<file path="src/rtl/fetch_ctrl_pkg.sv">
// Shared fetch-control types: PC source select, controller state, redirect ranking.
`ifndef INST_ADDR_WIDTH
`define INST_ADDR_WIDTH 32
`endif

package fetch_ctrl_pkg;

  typedef enum logic [1:0] {
    pc_plus_4_t = 2'd0,
    sb_t        = 2'd1,
    uj_t        = 2'd2,
    jalr_t      = 2'd3
  } next_pc_t;

  typedef enum logic [2:0] {
    IDLE,
    RUN,
    REDIR,
    BUBBLE,
    DRAIN,
    DONE
  } fetch_state_t;

  // Higher value wins: jalr > sb > uj.
  function automatic logic [1:0] redirect_rank(input next_pc_t t);
    case (t)
      jalr_t:  return 2'd3;
      sb_t:    return 2'd2;
      uj_t:    return 2'd1;
      default: return 2'd0;
    endcase
  endfunction

endpackage

</file>
<file path="src/rtl/fetch_ctrl_sat_counter.sv">
// Up-counter that sticks at all-ones instead of wrapping.
module sat_counter #(
  parameter int unsigned WIDTH = 16
) (
  input  logic             i_clk,
  input  logic             i_rst,
  input  logic             i_inc,
  output logic [WIDTH-1:0] o_cnt
);

  logic [WIDTH-1:0] r_cnt;

  always_ff @(posedge i_clk or posedge i_rst) begin
    if (i_rst) begin
      r_cnt <= '0;
    end else if (i_inc && (r_cnt != '1)) begin
      r_cnt <= r_cnt + 1'b1;
    end
  end

  assign o_cnt = r_cnt;

endmodule

</file>
<file path="src/rtl/fetch_ctrl.sv">
// Fetch redirect controller: arbitrates branch/jump redirects, inserts bubbles,
// and tracks end-of-program drain to a halted state.
`ifndef INST_ADDR_WIDTH
`define INST_ADDR_WIDTH 32
`endif

module fetch_ctrl
  import fetch_ctrl_pkg::*;
#(
  parameter int unsigned INST_ADDR_WIDTH = `INST_ADDR_WIDTH,
  parameter int unsigned BUBBLE_CYCLES   = 1,
  parameter int unsigned CNT_WIDTH       = 16
) (
  input  logic                       clk,
  input  logic                       reset,
  input  logic                       sb_req_i,
  input  logic                       uj_req_i,
  input  logic                       jalr_req_i,
  input  logic [INST_ADDR_WIDTH-1:0] sb_addr_i,
  input  logic [INST_ADDR_WIDTH-1:0] uj_addr_i,
  input  logic [INST_ADDR_WIDTH-1:0] jalr_addr_i,
  input  logic                       backend_stall_i,
  input  logic                       seen_last_inst,
  input  logic                       backend_empty_i,
  output next_pc_t                   next_pc_sel,
  output logic [INST_ADDR_WIDTH-1:0] SB_Type_addr,
  output logic [INST_ADDR_WIDTH-1:0] UJ_Type_addr,
  output logic [INST_ADDR_WIDTH-1:0] JALR_Type_addr,
  output logic                       stall,
  output logic                       halted_o,
  output logic [CNT_WIDTH-1:0]       redirect_cnt_o
);

  localparam logic [2:0] BUB_LOAD = (BUBBLE_CYCLES == 0) ? 3'd0 : 3'(BUBBLE_CYCLES - 1);

  fetch_state_t               r_state;
  next_pc_t                   r_pend_type;
  logic [INST_ADDR_WIDTH-1:0] r_pend_addr;
  logic [INST_ADDR_WIDTH-1:0] r_sb_addr;
  logic [INST_ADDR_WIDTH-1:0] r_uj_addr;
  logic [INST_ADDR_WIDTH-1:0] r_jalr_addr;
  logic [2:0]                 r_bub_cnt;

  next_pc_t                   w_req_type;
  logic [INST_ADDR_WIDTH-1:0] w_req_addr;
  logic                       w_req_any;
  logic                       w_accept;

  always_comb begin
    w_req_type = pc_plus_4_t;
    w_req_addr = '0;
    if (jalr_req_i) begin
      w_req_type = jalr_t;
      w_req_addr = jalr_addr_i;
    end else if (sb_req_i) begin
      w_req_type = sb_t;
      w_req_addr = sb_addr_i;
    end else if (uj_req_i) begin
      w_req_type = uj_t;
      w_req_addr = uj_addr_i;
    end
  end

  assign w_req_any = jalr_req_i | sb_req_i | uj_req_i;

  // While a redirect is stalled in REDIR only an equal-or-higher priority request may replace it.
  always_comb begin
    w_accept = 1'b0;
    case (r_state)
      RUN, BUBBLE, DRAIN: w_accept = w_req_any;
      REDIR:              w_accept = w_req_any && backend_stall_i &&
                                     (redirect_rank(w_req_type) >= redirect_rank(r_pend_type));
      default:            w_accept = 1'b0;
    endcase
  end

  always_ff @(posedge clk or posedge reset) begin
    if (reset) begin
      r_state     <= IDLE;
      r_pend_type <= pc_plus_4_t;
      r_pend_addr <= '0;
      r_sb_addr   <= '0;
      r_uj_addr   <= '0;
      r_jalr_addr <= '0;
      r_bub_cnt   <= '0;
    end else begin
      if (w_accept) begin
        r_pend_type <= w_req_type;
        r_pend_addr <= w_req_addr;
        case (w_req_type)
          sb_t:    r_sb_addr   <= w_req_addr;
          uj_t:    r_uj_addr   <= w_req_addr;
          jalr_t:  r_jalr_addr <= w_req_addr;
          default: ;
        endcase
      end

      case (r_state)
        IDLE: r_state <= RUN;
        RUN: begin
          if (w_accept)            r_state <= REDIR;
          else if (seen_last_inst) r_state <= DRAIN;
        end
        REDIR: begin
          if (!backend_stall_i) begin
            if (BUBBLE_CYCLES == 0) begin
              r_state <= RUN;
            end else begin
              r_state   <= BUBBLE;
              r_bub_cnt <= BUB_LOAD;
            end
          end
        end
        BUBBLE: begin
          if (w_accept)            r_state   <= REDIR;
          else if (r_bub_cnt == 0) r_state   <= RUN;
          else                     r_bub_cnt <= r_bub_cnt - 3'd1;
        end
        DRAIN: begin
          if (w_accept)             r_state <= REDIR;
          else if (backend_empty_i) r_state <= DONE;
        end
        DONE:    r_state <= DONE;
        default: r_state <= IDLE;
      endcase
    end
  end

  sat_counter #(
    .WIDTH(CNT_WIDTH)
  ) u_redirect_cnt (
    .i_clk (clk),
    .i_rst (reset),
    .i_inc (w_accept),
    .o_cnt (redirect_cnt_o)
  );

  assign next_pc_sel    = (r_state == REDIR) ? r_pend_type : pc_plus_4_t;
  assign SB_Type_addr   = r_sb_addr;
  assign UJ_Type_addr   = r_uj_addr;
  assign JALR_Type_addr = r_jalr_addr;
  assign stall          = ((r_state == RUN) || (r_state == REDIR)) ? backend_stall_i : 1'b1;
  assign halted_o       = (r_state == DONE);

endmodule

</file>
<file path="config.mk">
export PLATFORM = sky130hd
export DESIGN_NAME = fetch_ctrl
export DESIGN_NICKNAME = d
export VERILOG_FILES = /design/src/rtl/fetch_ctrl_pkg.sv /design/src/rtl/fetch_ctrl_sat_counter.sv /design/src/rtl/fetch_ctrl.sv
export SDC_FILE = /design/constraint.sdc
export NUM_CORES = 1
export LEC_CHECK = 0
export CAP_MARGIN = 20
export CORE_MARGIN = 5
export CORE_UTILIZATION = 35
export DETAILED_ROUTE_END_ITERATION = 8
export PLACE_DENSITY = 0.64
export SETUP_SLACK_MARGIN = 0.2
export SLEW_MARGIN = 30
export SYNTH_ARGS = -nofsm -noshare
export SYNTH_HDL_FRONTEND = slang
export SYNTH_HIERARCHICAL = 1
export SYNTH_SLANG_ARGS = --single-unit
</file>
<file path="constraint.sdc">
create_clock -name clk -period 6.7 [get_ports clk]
set_input_delay 1.005 -clock clk [delete_from_list [all_inputs] [get_ports clk]]
set_output_delay 1.005 -clock clk [all_outputs]
set_load 0.1 [all_outputs]
</file>
==> flow_summary.ini <==
[status]
status = finished clean

[worst_hold_path]
hp-class = reg -> reg
min_to = UJ_Type_addr[1]$_DFFE_PP0P_
hold_path_startpoint = UJ_Type_addr[1]$_DFFE_PP0P_
min_path_cells = 1

[critical_path]
cp_max_fo = 3
required_ns = 5.69
reg2reg_from = r_state[0]$_DFFE_PP0P_
worst_setup_path_start_kind = input pin
rr_worst_depth = 7
r2r-end = u_redirect_cnt/o_cnt[14]$_DFFE_PP0P_
cp.arrival_ns = 2.78
path_class = in -> out
rrSetupSlack_ns = 3.88
crit_path_end_kind = output pin

[logic_synthesis]
synth_cells = 353
synth_cell_types = 44
synth.most_common_cell = dfrtp_1
ys_warn_count = 6
synth-main-ff-cell = dfrtp_1
netlist_top_cells_count = dfrtp_1, mux2_4, mux2_2
synth_nets = 462
netlist_top_cells_area = dfrtp_1, mux2_4, mux2_2
synth_area_per_cell_um2 = 14.90
synth_top_area_share_pct = 57.10
syn_area_mm2 = 0.005259
synth_seq_area_share_pct = 57.10
async_flop_share_pct = 100.0
yosys.area.top_type = dfrtp_1
synth-edff-count = 0
synth-seq-cells = 120

[detailed_routing]
vias = 3698
first_iter_violations = 166
routedWlPerCell_um = 18.00
dr.pass1.iters = 4
drtAntennaViolNets = 0
remaining_drc_errors = 0
viasPerCell = 4.765
wl_um = 13970

[placed_design]
port_buffers = 219
dp.cells = 746
hpwl_um = 10240
gp_congestion = 0.7783

[clock_network]
hold_buffers = 0
cts_resized = 0
clockBufferDepth = 2
cts_setup_buffers = 0
htreeDepth = 4
numCtsBuffers = 17
cts_tree = done
cts.sinks = 120
clockRootBuffer = clkbuf_16
clk_latency_ns = 0.41
path_clk_slew_ns = 0.05

[floorplan]
dieHeight_um = 132.6
rows = 44
die_w_um = 132.6
start_util_pct = 35.91
ios = 220
die_area_mm2 = 0.01758
core_mm2 = 0.01464

[cells_and_area]
finalNonFillerCells = 776
layout-drive-gt1-share_pct = 24.16
final_nets = 690
fin_util_pct = 56.32
diodes = 0
area_growth_pct = 56.84
fillCellCount = 1179

[run]
drv_cap = 0

[timing]
period_minus_slack_ns = 3.789
finalSetupViolations = 0
holdWs_ns = 0.4883
fin_setup_tns_ns = 0
fmax_ghz = 0.2639
skew_ns = 0.008732
hold_violations = 0
maxSlewViolCount = 0
slew-limit-headroom_pct = 32.00
worst_pin_slew_ns = 1.017
fin_crit_sh_pct = 56.56
rsz0062_at_grt = false

[global_routing]
use_met1_pct = 19.42
antenna_found_initial = 0
grt_max_degree = 69
grt-busiest-layer = met2
grt_util_met2_pct = 26.18
grt_pass1_vias = 3985
use_met3_pct = 6.112
grt-ovfl-total = 0
grt_usage_pct = 16.03
grt_first_pass_wirelength_um = 22260
sequential cells by signal, indices dropped and copies added (netlist names):
signal,cells
r_bub_cnt,3
u_redirect_cnt/o_cnt,16
SB_Type_addr,32
UJ_Type_addr,32
r_state,3
JALR_Type_addr,32
r_pend_type,2
worst max-delay path, stage by stage:
cell	delay (ns)
clkdlybuf4s50_1	0.44
or3_1	0.36
clkdlybuf4s50_1	0.97
per-layer routing:
layer	wire, µm	up-vias
met1	5851	1822
met5	0	-
li1	-	1713
met4	241	0
met3	1015	17
met2	6857	146
cell usage in the layout, fill, tap and decap left out, drive strengths merged, types with 2 or more instances in the layout:
cell type	count
nand3	9
and4	4
nor3	3
ha	5
clkdlybuf4s50	219
and3	5
clkinvlp	2
nor2b	4
clkbuf	23
bufinv	5
nand4	7
dfrtp	120
o21ai	11
and2	2
a22o	3
mux2	101
or3	2
nor2	7
buf	4
inv	9
xnor2	12
nor3b	2
nand2b	4
o21ba	2
a21oi	7
nand2	11
layout make-up:
cell class / count / area (µm²) / area share, %
clock inverter: 7 / 165.2 / 2.002
sequential: 120 / 3003 / 36.41
timing repair buffer: 223 / 2226 / 26.99
multi-input combinational: 210 / 2100 / 25.46
clock buffer: 23 / 488.0 / 5.916
inverter: 9 / 36.28 / 0.4399
tap: 184 / 230.2 / 2.791
stage by stage:
step,setup slack (ns),area (µm²)
floorplan,2.788,5259
CTS,2.906,8244
global route,2.862,8248
detailed placement,2.721,7591
finish,2.911,8248
global placement,2.796,7591
how the worst max path moves through the flow:
stage	to	start	depth (start not counted)
floorplan	next_pc_sel[1]	r_state[0]$_DFFE_PP0P_	3
global placement	u_redirect_cnt/o_cnt[14]$_DFFE_PP0P_	jalr_req_i	10
detailed placement	u_redirect_cnt/o_cnt[14]$_DFFE_PP0P_	jalr_req_i	10
CTS	stall	backend_stall_i	3
global route	u_redirect_cnt/o_cnt[14]$_DFFE_PP0P_	jalr_req_i	10
finish	stall	backend_stall_i	3
cells by family (layout without fill, tap and decap cells):
group | Yosys count | count (layout) | synth area share (%)
AOI/OAI and AO/OA | 29 | 29 | 3.903
xor gates and xnor gates | 12 | 12 | 1.999
adders and majority gates | 5 | 5 | 1.190
buffers and inverters | 23 | 262 | 3.117
DFF | 120 | 120 | 57.10
muxes | 102 | 102 | 25.32
and+or+nand+nor | 62 | 62 | 7.375
Power is left out: the tool's default activity adds up to more than one toggle a clock period on the data nets, which glitch-free logic cannot reach.
